## src/rtl/dmi_uart_tx_scheduler.sv

```systemverilog
// dmi_uart_tx_scheduler: round-robin arbiter over NUM_CH read sources that
// serialises the granted word LSB-byte-first onto the UART TX byte port.
module dmi_uart_tx_scheduler #(
    parameter int NUM_CH     = 4,
    parameter int MAX_BITS   = 48,
    parameter int ADDRW      = 5,
    parameter int ALWAYS_HDR = 0,
    localparam int LENW      = $clog2(MAX_BITS + 1),
    localparam int GW        = (NUM_CH > 1) ? $clog2(NUM_CH) : 1
) (
    input  logic                       CLK_I,
    input  logic                       RST_I,
    input  logic [NUM_CH-1:0]          CH_VALID_I,
    output logic [NUM_CH-1:0]          CH_READY_O,
    input  logic [NUM_CH*ADDRW-1:0]    CH_ADDR_I,
    input  logic [NUM_CH*MAX_BITS-1:0] CH_DATA_I,
    input  logic [NUM_CH*LENW-1:0]     CH_LEN_I,
    input  logic                       FLUSH_I,
    input  logic                       TX_READY_I,
    output logic                       WRITE_O,
    output logic [7:0]                 DATA_SEND_O,
    output logic                       SEND_COMMAND_O,
    output logic [7:0]                 COMMAND_O,
    output logic                       BUSY_O,
    output logic [GW-1:0]              GRANT_O
);
    localparam logic [1:0] S_IDLE = 2'd0;
    localparam logic [1:0] S_HDR  = 2'd1;
    localparam logic [1:0] S_DATA = 2'd2;
    localparam int NB = MAX_BITS / 8;
    localparam int CW = $clog2(NB + 1);

    logic [1:0]          state_q, state_d;
    logic [GW-1:0]       rr_q, rr_d;
    logic [GW-1:0]       grant_q, grant_d;
    logic [ADDRW-1:0]    addr_q, addr_d;
    logic [MAX_BITS-1:0] data_q, data_d;
    logic [CW-1:0]       cnt_q, cnt_d;
    logic [ADDRW-1:0]    last_addr_q, last_addr_d;
    logic                last_vld_q, last_vld_d;
    logic                gap_q, gap_d;
    logic                wr_q, wr_d;
    logic [7:0]          dout_q, dout_d;
    logic                cmd_q, cmd_d;
    logic [7:0]          cout_q, cout_d;

    logic                any_vld;
    logic [GW-1:0]       sel;
    logic                fire;
    logic                issue;
    logic                need_hdr;
    logic [ADDRW-1:0]    ch_addr;
    logic [MAX_BITS-1:0] ch_data;
    logic [LENW-1:0]     ch_len;
    logic [LENW-1:0]     len_eff;
    logic [MAX_BITS-1:0] mask;
    logic [CW-1:0]       nbytes;
    logic [2*NUM_CH-1:0] dbl;
    logic [NUM_CH-1:0]   rot;
    int                  off;
    int                  sum;

    // Round-robin pick: rotate valids so bit 0 is rr_ptr, take lowest set.
    always_comb begin
        dbl     = {CH_VALID_I, CH_VALID_I} >> rr_q;
        rot     = dbl[NUM_CH-1:0];
        any_vld = 1'b0;
        off     = 0;
        for (int k = NUM_CH - 1; k >= 0; k--) begin
            if (rot[k]) begin
                any_vld = 1'b1;
                off     = k;
            end
        end
        sum = int'(rr_q) + off;
        if (sum >= NUM_CH) begin
            sum = sum - NUM_CH;
        end
        sel  = GW'(sum);
        fire = (state_q == S_IDLE) && !FLUSH_I && any_vld;
    end

    // Selected channel fields, clamped length and tail mask.
    always_comb begin
        ch_addr = CH_ADDR_I[int'(sel)*ADDRW +: ADDRW];
        ch_data = CH_DATA_I[int'(sel)*MAX_BITS +: MAX_BITS];
        ch_len  = CH_LEN_I[int'(sel)*LENW +: LENW];
        len_eff = (int'(ch_len) > MAX_BITS) ? LENW'(MAX_BITS) : ch_len;
        mask    = '0;
        for (int i = 0; i < MAX_BITS; i++) begin
            mask[i] = (i < int'(len_eff));
        end
        nbytes   = CW'((int'(len_eff) + 7) / 8);
        need_hdr = (ALWAYS_HDR != 0) || !last_vld_q
                   || (ch_addr != last_addr_q);
    end

    // Accept strobe is only offered while idle and never during reset.
    always_comb begin
        CH_READY_O = '0;
        if (fire && !RST_I) begin
            CH_READY_O[sel] = 1'b1;
        end
    end

    // Frame sequencing: grant, optional header, data bytes, flush abort.
    always_comb begin
        issue = TX_READY_I && !gap_q && !FLUSH_I &&
                ((state_q == S_HDR) ||
                 ((state_q == S_DATA) && (cnt_q != '0)));
        state_d     = state_q;
        rr_d        = rr_q;
        grant_d     = grant_q;
        addr_d      = addr_q;
        data_d      = data_q;
        cnt_d       = cnt_q;
        last_addr_d = last_addr_q;
        last_vld_d  = last_vld_q;
        gap_d       = issue;
        wr_d        = 1'b0;
        dout_d      = dout_q;
        cmd_d       = 1'b0;
        cout_d      = cout_q;
        unique case (state_q)
            S_IDLE: begin
                if (fire) begin
                    addr_d  = ch_addr;
                    data_d  = ch_data & mask;
                    cnt_d   = nbytes;
                    grant_d = sel;
                    rr_d    = (int'(sel) == NUM_CH - 1) ? '0 : sel + GW'(1);
                    state_d = need_hdr ? S_HDR : S_DATA;
                end
            end
            S_HDR: begin
                if (issue) begin
                    cmd_d       = 1'b1;
                    cout_d      = 8'(addr_q);
                    last_addr_d = addr_q;
                    last_vld_d  = 1'b1;
                    state_d     = (cnt_q == '0) ? S_IDLE : S_DATA;
                end
            end
            S_DATA: begin
                if (cnt_q == '0) begin
                    state_d = S_IDLE;
                end else if (issue) begin
                    wr_d   = 1'b1;
                    dout_d = data_q[7:0];
                    data_d = data_q >> 8;
                    cnt_d  = cnt_q - CW'(1);
                end
            end
            default: state_d = S_IDLE;
        endcase
        if (FLUSH_I) begin
            state_d    = S_IDLE;
            last_vld_d = 1'b0;
        end
    end

    // State and output registers.
    always_ff @(posedge CLK_I or posedge RST_I) begin
        if (RST_I) begin
            state_q     <= S_IDLE;
            rr_q        <= '0;
            grant_q     <= '0;
            addr_q      <= '0;
            data_q      <= '0;
            cnt_q       <= '0;
            last_addr_q <= '0;
            last_vld_q  <= 1'b0;
            gap_q       <= 1'b0;
            wr_q        <= 1'b0;
            dout_q      <= '0;
            cmd_q       <= 1'b0;
            cout_q      <= '0;
        end else begin
            state_q     <= state_d;
            rr_q        <= rr_d;
            grant_q     <= grant_d;
            addr_q      <= addr_d;
            data_q      <= data_d;
            cnt_q       <= cnt_d;
            last_addr_q <= last_addr_d;
            last_vld_q  <= last_vld_d;
            gap_q       <= gap_d;
            wr_q        <= wr_d;
            dout_q      <= dout_d;
            cmd_q       <= cmd_d;
            cout_q      <= cout_d;
        end
    end

    assign WRITE_O        = wr_q;
    assign DATA_SEND_O    = dout_q;
    assign SEND_COMMAND_O = cmd_q;
    assign COMMAND_O      = cout_q;
    assign BUSY_O         = (state_q != S_IDLE);
    assign GRANT_O        = grant_q;
endmodule

```

## config.mk

```make
export PLATFORM = sky130hd
export DESIGN_NAME = dmi_uart_tx_scheduler
export DESIGN_NICKNAME = d
export VERILOG_FILES = /design/src/rtl/dmi_uart_tx_scheduler.sv
export SDC_FILE = /design/constraint.sdc
export NUM_CORES = 1
export LEC_CHECK = 0
export BUFFER_PORTS_ARGS = -buffer_cell sky130_fd_sc_hd__buf_2
export CAP_MARGIN = 5
export CELL_PAD_IN_SITES_DETAIL_PLACEMENT = 2
export CELL_PAD_IN_SITES_GLOBAL_PLACEMENT = 2
export CORE_ASPECT_RATIO = 1.5
export CORE_MARGIN = 5
export CORE_UTILIZATION = 31
export DETAILED_ROUTE_END_ITERATION = 7
export GPL_TIMING_DRIVEN = 1
export MAX_ROUTING_LAYER = met4
export PLACE_DENSITY_LB_ADDON = 0.1
export REMOVE_ABC_BUFFERS = 1
export SLEW_MARGIN = 25
export SYNTH_ARGS = -nofsm -noshare
export SYNTH_HDL_FRONTEND = slang
export SYNTH_SLANG_ARGS = --single-unit
export TNS_END_PERCENT = 10
```

## constraint.sdc

```tcl
create_clock -name CLK_I -period 6.55 [get_ports CLK_I]
set_clock_uncertainty 0.1 [all_clocks]
set_input_delay 0.655 -clock CLK_I [delete_from_list [all_inputs] [get_ports CLK_I]]
set_output_delay 0.655 -clock CLK_I [all_outputs]
set_load 0.005 [all_outputs]
```

Yosys cells after proc, flatten, opt, wreduce, memory -nomap -nowiden
Cells that the tools add are included.
{"block": "classes", "n_bitwise": 3, "eq_ne": 10, "multipliers": 3, "n_reduce_logical": 28, "addsub": 6, "n_lt_le_gt_ge": 52, "n_mux": 36, "n_shift": 4}
{"op": "variable part select 192 x 9 -> 48 bit", "count": 1}
{"op": "2-to-1 mux 48 bit", "count": 3}
{"op": "less-than comparator 5 x 6 -> 1 bit, first input constant", "count": 16}
{"op": "less-than comparator 6 bit, first input constant", "count": 16}
{"op": "case mux 48 bit (2 select lines)", "count": 1}
{"op": "2-to-1 mux 32 bit", "count": 2}
{"op": "bitwise AND 48 bit", "count": 1}
{"op": "less-than comparator 4 x 6 -> 1 bit, first input constant", "count": 8}
{"op": "adder 3 x 32 -> 32 bit", "count": 1}
{"op": ">= comparator 32 x 4 -> 1 bit, second input constant", "count": 1}
{"op": "less-than comparator 3 x 6 -> 1 bit, first input constant", "count": 4}
{"op": "variable part select 24 x 6 -> 6 bit", "count": 1}
{"op": "2-to-1 mux 2 bit", "count": 10}
{"op": "variable part select 20 x 6 -> 5 bit", "count": 1}
{"op": "less-than comparator 1 x 6 -> 1 bit, first input constant", "count": 2}
{"op": "less-than comparator 2 x 6 -> 1 bit, first input constant", "count": 2}
{"op": "2-to-1 mux 1 bit", "count": 12}
{"op": "2-to-1 mux 3 bit", "count": 3}
{"op": "logical AND 1 bit", "count": 8}
{"op": "multiplier 2 x 2 -> 4 bit, second input constant", "count": 2}
{"op": "nonzero test 2 bit", "count": 4}
{"op": ">> shifter 8 x 2 -> 4 bit", "count": 1}
{"op": "adder 6 x 3 -> 6 bit, second input constant", "count": 1}
{"op": "greater-than comparator 6 bit, second input constant", "count": 1}
{"op": "other kinds (29)", "count": 40}
{"block": "totals", "out_inout_bits": 25, "regBits": 79, "wordCells": 154}

Logic depth before layout (Yosys ltp)
{"block": "logic_depth", "word_depth": 18, "mapped_depth": 17, "depth_no_buf": 13}

Worst setup path after synthesis
No wires, ideal clock.
{"block": "synth_path", "path_type": "input port to flip-flop", "start": "input port CH_VALID_I[0]", "end": "register data_q[11]", "stages": 15, "setup_ns": 0.130, "slack_ns": 2.355, "t_required_ns": 6.320, "arrival_time_ns": 3.964, "path_buffers": 7, "cell_sequence": "clkbuf_1 nor2_1 a221oi_1 a31oi_1 a211o_1 ha_1 buf_2 buf_4 buf_4 buf_2 buf_2 buf_1 mux4_2 o211ai_1 nand3_1"}
{"item": "start: declaration", "line": "13", "rtl": "input logic [NUM_CH-1:0] CH_VALID_I,"}
{"item": "end signal: assignment", "line": "183", "rtl": "data_q <= data_d;"}
{"item": "end: declaration", "line": "37", "rtl": "logic [MAX_BITS-1:0] data_q, data_d;"}

Worst setup path in the final report
{"block": "layout_path", "start": "register rr_q[0]", "end": "output port CH_READY_O[3]"}
{"block": "layout_between", "elab_chain_cells": 13, "elab_cells_between_ends": 21, "classes_between": "add/sub (2); order compare (3); shift (1); mux (12); reduce/logical (3)"}
{"item": "start: declaration", "line": "34", "rtl": "logic [GW-1:0] rr_q, rr_d;"}
{"item": "start signal: assignment", "line": "180", "rtl": "rr_q <= rr_d;"}
{"item": ">> shifter 8 x 2 -> 4 bit", "line": "65", "rtl": "dbl = {CH_VALID_I, CH_VALID_I} >> rr_q;"}
{"item": "2-to-1 mux 2 bit (2 in series)", "line": "70", "rtl": "if (rot[k]) begin"}
{"item": "2-to-1 mux 32 bit (2 in series)", "line": "70"}
{"item": "adder 3 x 32 -> 32 bit", "line": "75", "rtl": "sum = int'(rr_q) + off;"}
{"item": ">= comparator 32 x 4 -> 1 bit / subtractor 2 x 1 -> 2 bit (equally long branches)", "line": "76, 77"}
{"item": "2-to-1 mux 2 bit", "line": "76", "rtl": "if (sum >= NUM_CH) begin"}
{"item": "less-than comparator 2 x 3 -> 1 bit (not written as such) / >= comparator 2 x 1 -> 1 bit (equally long branches)", "line": "102", "rtl": "CH_READY_O[sel] = 1'b1;"}
{"item": "logical AND 1 bit (not written as such)", "line": "102"}
{"item": "2-to-1 mux 1 bit (not written as such)", "line": "102"}
{"item": "demux 1 bit (select 2 bit)", "line": "102"}
{"item": "2-to-1 mux 4 bit (*)", "line": "101", "rtl": "if (fire && !RST_I) begin"}
{"item": "end: declaration", "line": "14", "rtl": "output logic [NUM_CH-1:0] CH_READY_O,"}
Every way passes the cells marked *; elsewhere a longest branch is shown, timed or not.

==> impl_results.md <==
- Crit path time final: roughly 4.6 ns
- Largest net degree at the start of global routing: 93
- Switching pwr: 2.442 mW
- First-pass GRT wire length: 43,020 µm
- Routability cong.: between 0.8 and 0.9
- CP endpoint kind: output port
- Placed Area: roughly 8000 µm²
- Crit-path max FO: 92
- Most common cell after layout, fill and taps aside: buf_2
- Post-synthesis average cell area: slightly above 9 µm²
- Layout cells sized above 1: around two fifths
- Routed len/inst: approximately 23 µm
- Final hold vios: 0
- Max-cap viol count: 0
- Sequential fraction of the synthesis area: 29.42%
- Clock share of power: around 10%
- Commonest non-fill, non-tap cells in the layout: buf_2, nand2_1, dfrtp_1, nor2_1, nand3_1
- Complex-gate fraction of the synthesized area: around 17%
- Drt pass-1 iters: 4
- Net Sw Frac: roughly 50%
- ANT cells: 0
- CTS tree: yes
- Initial Util: a little over 30%
- Nets@finish: about 1,200
- Fill cell count: between 2,000 and 2,500
- Post-CTS sizing: 0
- CTS Buffer Depth: 2
- Synth Warn #: 0
- Post-CTS Setup Inserts: 0
- Chip width: about 130 µm
- DRT iter0 DRCs: 269
- Most used DFF post-synth: dfrtp_1
- Hpwl dp: around 22,000 µm
- Post-synthesis mux area share: between 20% and 30%
- Post-Synthesis Cells: 726
- Fin. max-slew vios: 0
- Worst Hold Class: input port to async pin
- LEAKAGE: approximately 3.9 nW
- Register Area: approximately 2000 µm²
- Comb power frac: between 70% and 80%
- Post-Route WL: around 28,000 µm
- Max Freq: ~0.22 GHz
- Register share of total power: between 10% and 20%
- Clock Sinks: a little under 80
- Core area: 21,550 µm²
- ANT nets after route: 0
- Total internal power: between 2 and 2.5 mW
- Clk slew on worst S/H paths: approximately 0.070 ns
- Post-route design area: about 8500 µm²
- R2r worst-path depth: 13
- Total Power: 4.855 mW
- Setup violators final: 0
- Synth Cell Area: 6719 µm²
- Peak supply drop: 336.1 µV
- DRC: 0
- Grt ovf: 0
- Initial antenna violation count: 0
- Relative slew slack: 25.09%
- Synth Area in XOR/XNOR: 0.3911%
- Unrepaired setup endpoints after global routing: no
- Largest family of logic cells by synthesized area: multiplexers
- Fraction of the mapped netlist area in adder cells: under 10%
- Via count: between 6,000 and 7,000
- Worst-Skew Late Latency: between 0.3 and 0.4 ns
- Post-synth EDFFs: 0
- H-tree Lvls: 3
- Reg-to-Reg Start: rr_q[0]
- Ys async rst share: between 90% and 100%
- Seq cells post-synth: slightly below 80
- Multi-input gate area: roughly 4400 µm²
- Pwr Density: 570.2 nW/µm²
- FF-to-FF setup slack: approximately 2 ns
- Vias in the first global route: a little under 8,000
- Setup_tns: 0 ns
- R2R Path End: data_q[4]
- Simple-gate share of the synthesized area: 21.62%
- P&R area growth vs syn: 26.72%
- Slew @ Worst Pin: approximately 1.1 ns
- # rows: between 60 and 70
- Num ports: ~270
- Die area: around 25,000 µm²
- Unique cell type count in the Yosys netlist: 70
- Cts hold-fix bufs: 0
- DR vias/cell: 5.614
- Die height: 190.3 µm
- Port bufs: 265
- CTS buffer count: 9
- CTS root buf: clkbuf_16
- DP Worst Slack: about 1.8 ns
- Tot GR Track Use: roughly a quarter
- Fin crit share: 70.30%
- Worst Setup Start Kind: flop
- Status: finished clean
- Worst Path Arrival: slightly below 4 ns
- Fin worst setup slack: just under 2 ns
- Critical Path RT: between 5 and 6 ns
- Crit Path Category: flop to output port
==> per-stage QoR <==
stage | hold WS (ns) | utilization [%] | std cells
3_5_place_dp | 0.3564 | 38.14 | 1222
5_1_grt | 0.3297 | 39.50 | 1238
4_1_cts | 0.3063 | 39.49 | 1238
6_report | 0.2800 | 39.50 | 1238
2_1_floorplan | 0.3309 | - | 675
3_3_place_gp | 0.3461 | 38.14 | 1222
==> area by class of cell <==
cell class | count | share of cell area [%]
inverter | 16 | 0.8082
tap | 272 | 3.997
sequential | 79 | 23.22
clock inverter | 6 | 0.6172
timing repair buffer | 275 | 16.46
clock buffer | 10 | 2.807
multi-input combinational | 580 | 52.09
==> cell families after synthesis <==
family,Yosys count
and+or+nand+nor,303
AOI/OAI and AO/OA,159
muxes,105
DFF,79
buffers and inverters,69
adders and majority gates,7
xor gates and xnor gates,3
other,1
==> worst max path at each step <==
stage,cells after the start,slack [ns],endpoint,from
final,13,1.95,CH_READY_O[3],rr_q[0]
after global routing,12,1.63,data_q[25],rr_q[0]
after CTS,13,1.84,CH_READY_O[3],rr_q[0]
after detailed placement,14,1.75,data_q[4],CH_VALID_I[1]
after global placement,14,1.85,data_q[4],CH_VALID_I[1]
after floorplan,10,0.14,data_q[42],CH_VALID_I[1]
==> synthesized netlist by cell type (10+ instances only) <==
| cell | instances | share of area, % |
|---|---|---|
| nor2b_1 | 12 | 1.1 |
| nor3_1 | 22 | 1.6 |
| mux2i_1 | 36 | 5.4 |
| inv_1 | 13 | 0.73 |
| dfrtp_1 | 79 | 29 |
| o21ai_0 | 24 | 1.8 |
| a31o_2 | 12 | 1.6 |
| a32o_1 | 12 | 1.8 |
| nor2_1 | 67 | 3.7 |
| and3_1 | 14 | 1.3 |
| nand2_1 | 90 | 5.0 |
| mux4_2 | 49 | 16 |
| clkbuf_1 | 25 | 1.4 |
| nand3_1 | 55 | 4.1 |
| a21oi_1 | 44 | 3.3 |
| buf_2 | 14 | 1.0 |
| buf_4 | 10 | 1.1 |
| mux2_2 | 19 | 3.2 |
==> power by group through the flow <==
| stage | registers, mW | clock network (mW) | logic [mW] |
|---|---|---|---|
| 6_report | 0.846 | 0.501 | 3.51 |
| 5_1_grt | 0.873 | 0.534 | 3.81 |
| 4_1_cts | 0.849 | 0.512 | 3.57 |
| 3_5_place_dp | 0.857 | 0 | 3.55 |
| 3_3_place_gp | 0.847 | 0 | 3.50 |
| 2_1_floorplan | 0.807 | 0 | 2.52 |
==> per-layer routing <==
layer,share of wire [%],up-vias,routed length (µm),track usage (%)
met2,56,202,15900,44.05
met5,0,-,0,-
met4,2.4,0,664,6.840
li1,-,3201,-,-
met1,37,3507,10510,24.97
met3,4.2,40,1185,2.747
==> worst max-delay path: stages (launching register included) <==
cell and delay (ns):
dfrtp_1 0.52, nor2b_1 0.21, a221oi_1 0.29, a31oi_1 0.07, a211o_1 0.28, ha_4 0.17
xnor2_1 0.12, buf_4 0.21, nor3_4 0.41, nor2_8 0.14, inv_8 0.50, ha_1 0.30
and3_1 0.15, buf_2 0.11
==> state kept, by name, summed over array words and instances (netlist names), 2 cells and up <==
name         cells
rr_q             2
cnt_q            3
DATA_SEND_O      8
GRANT_O          2
data_q          48
addr_q           5
COMMAND_O        5
state_q          2
(Power assumes the default switching activity.)
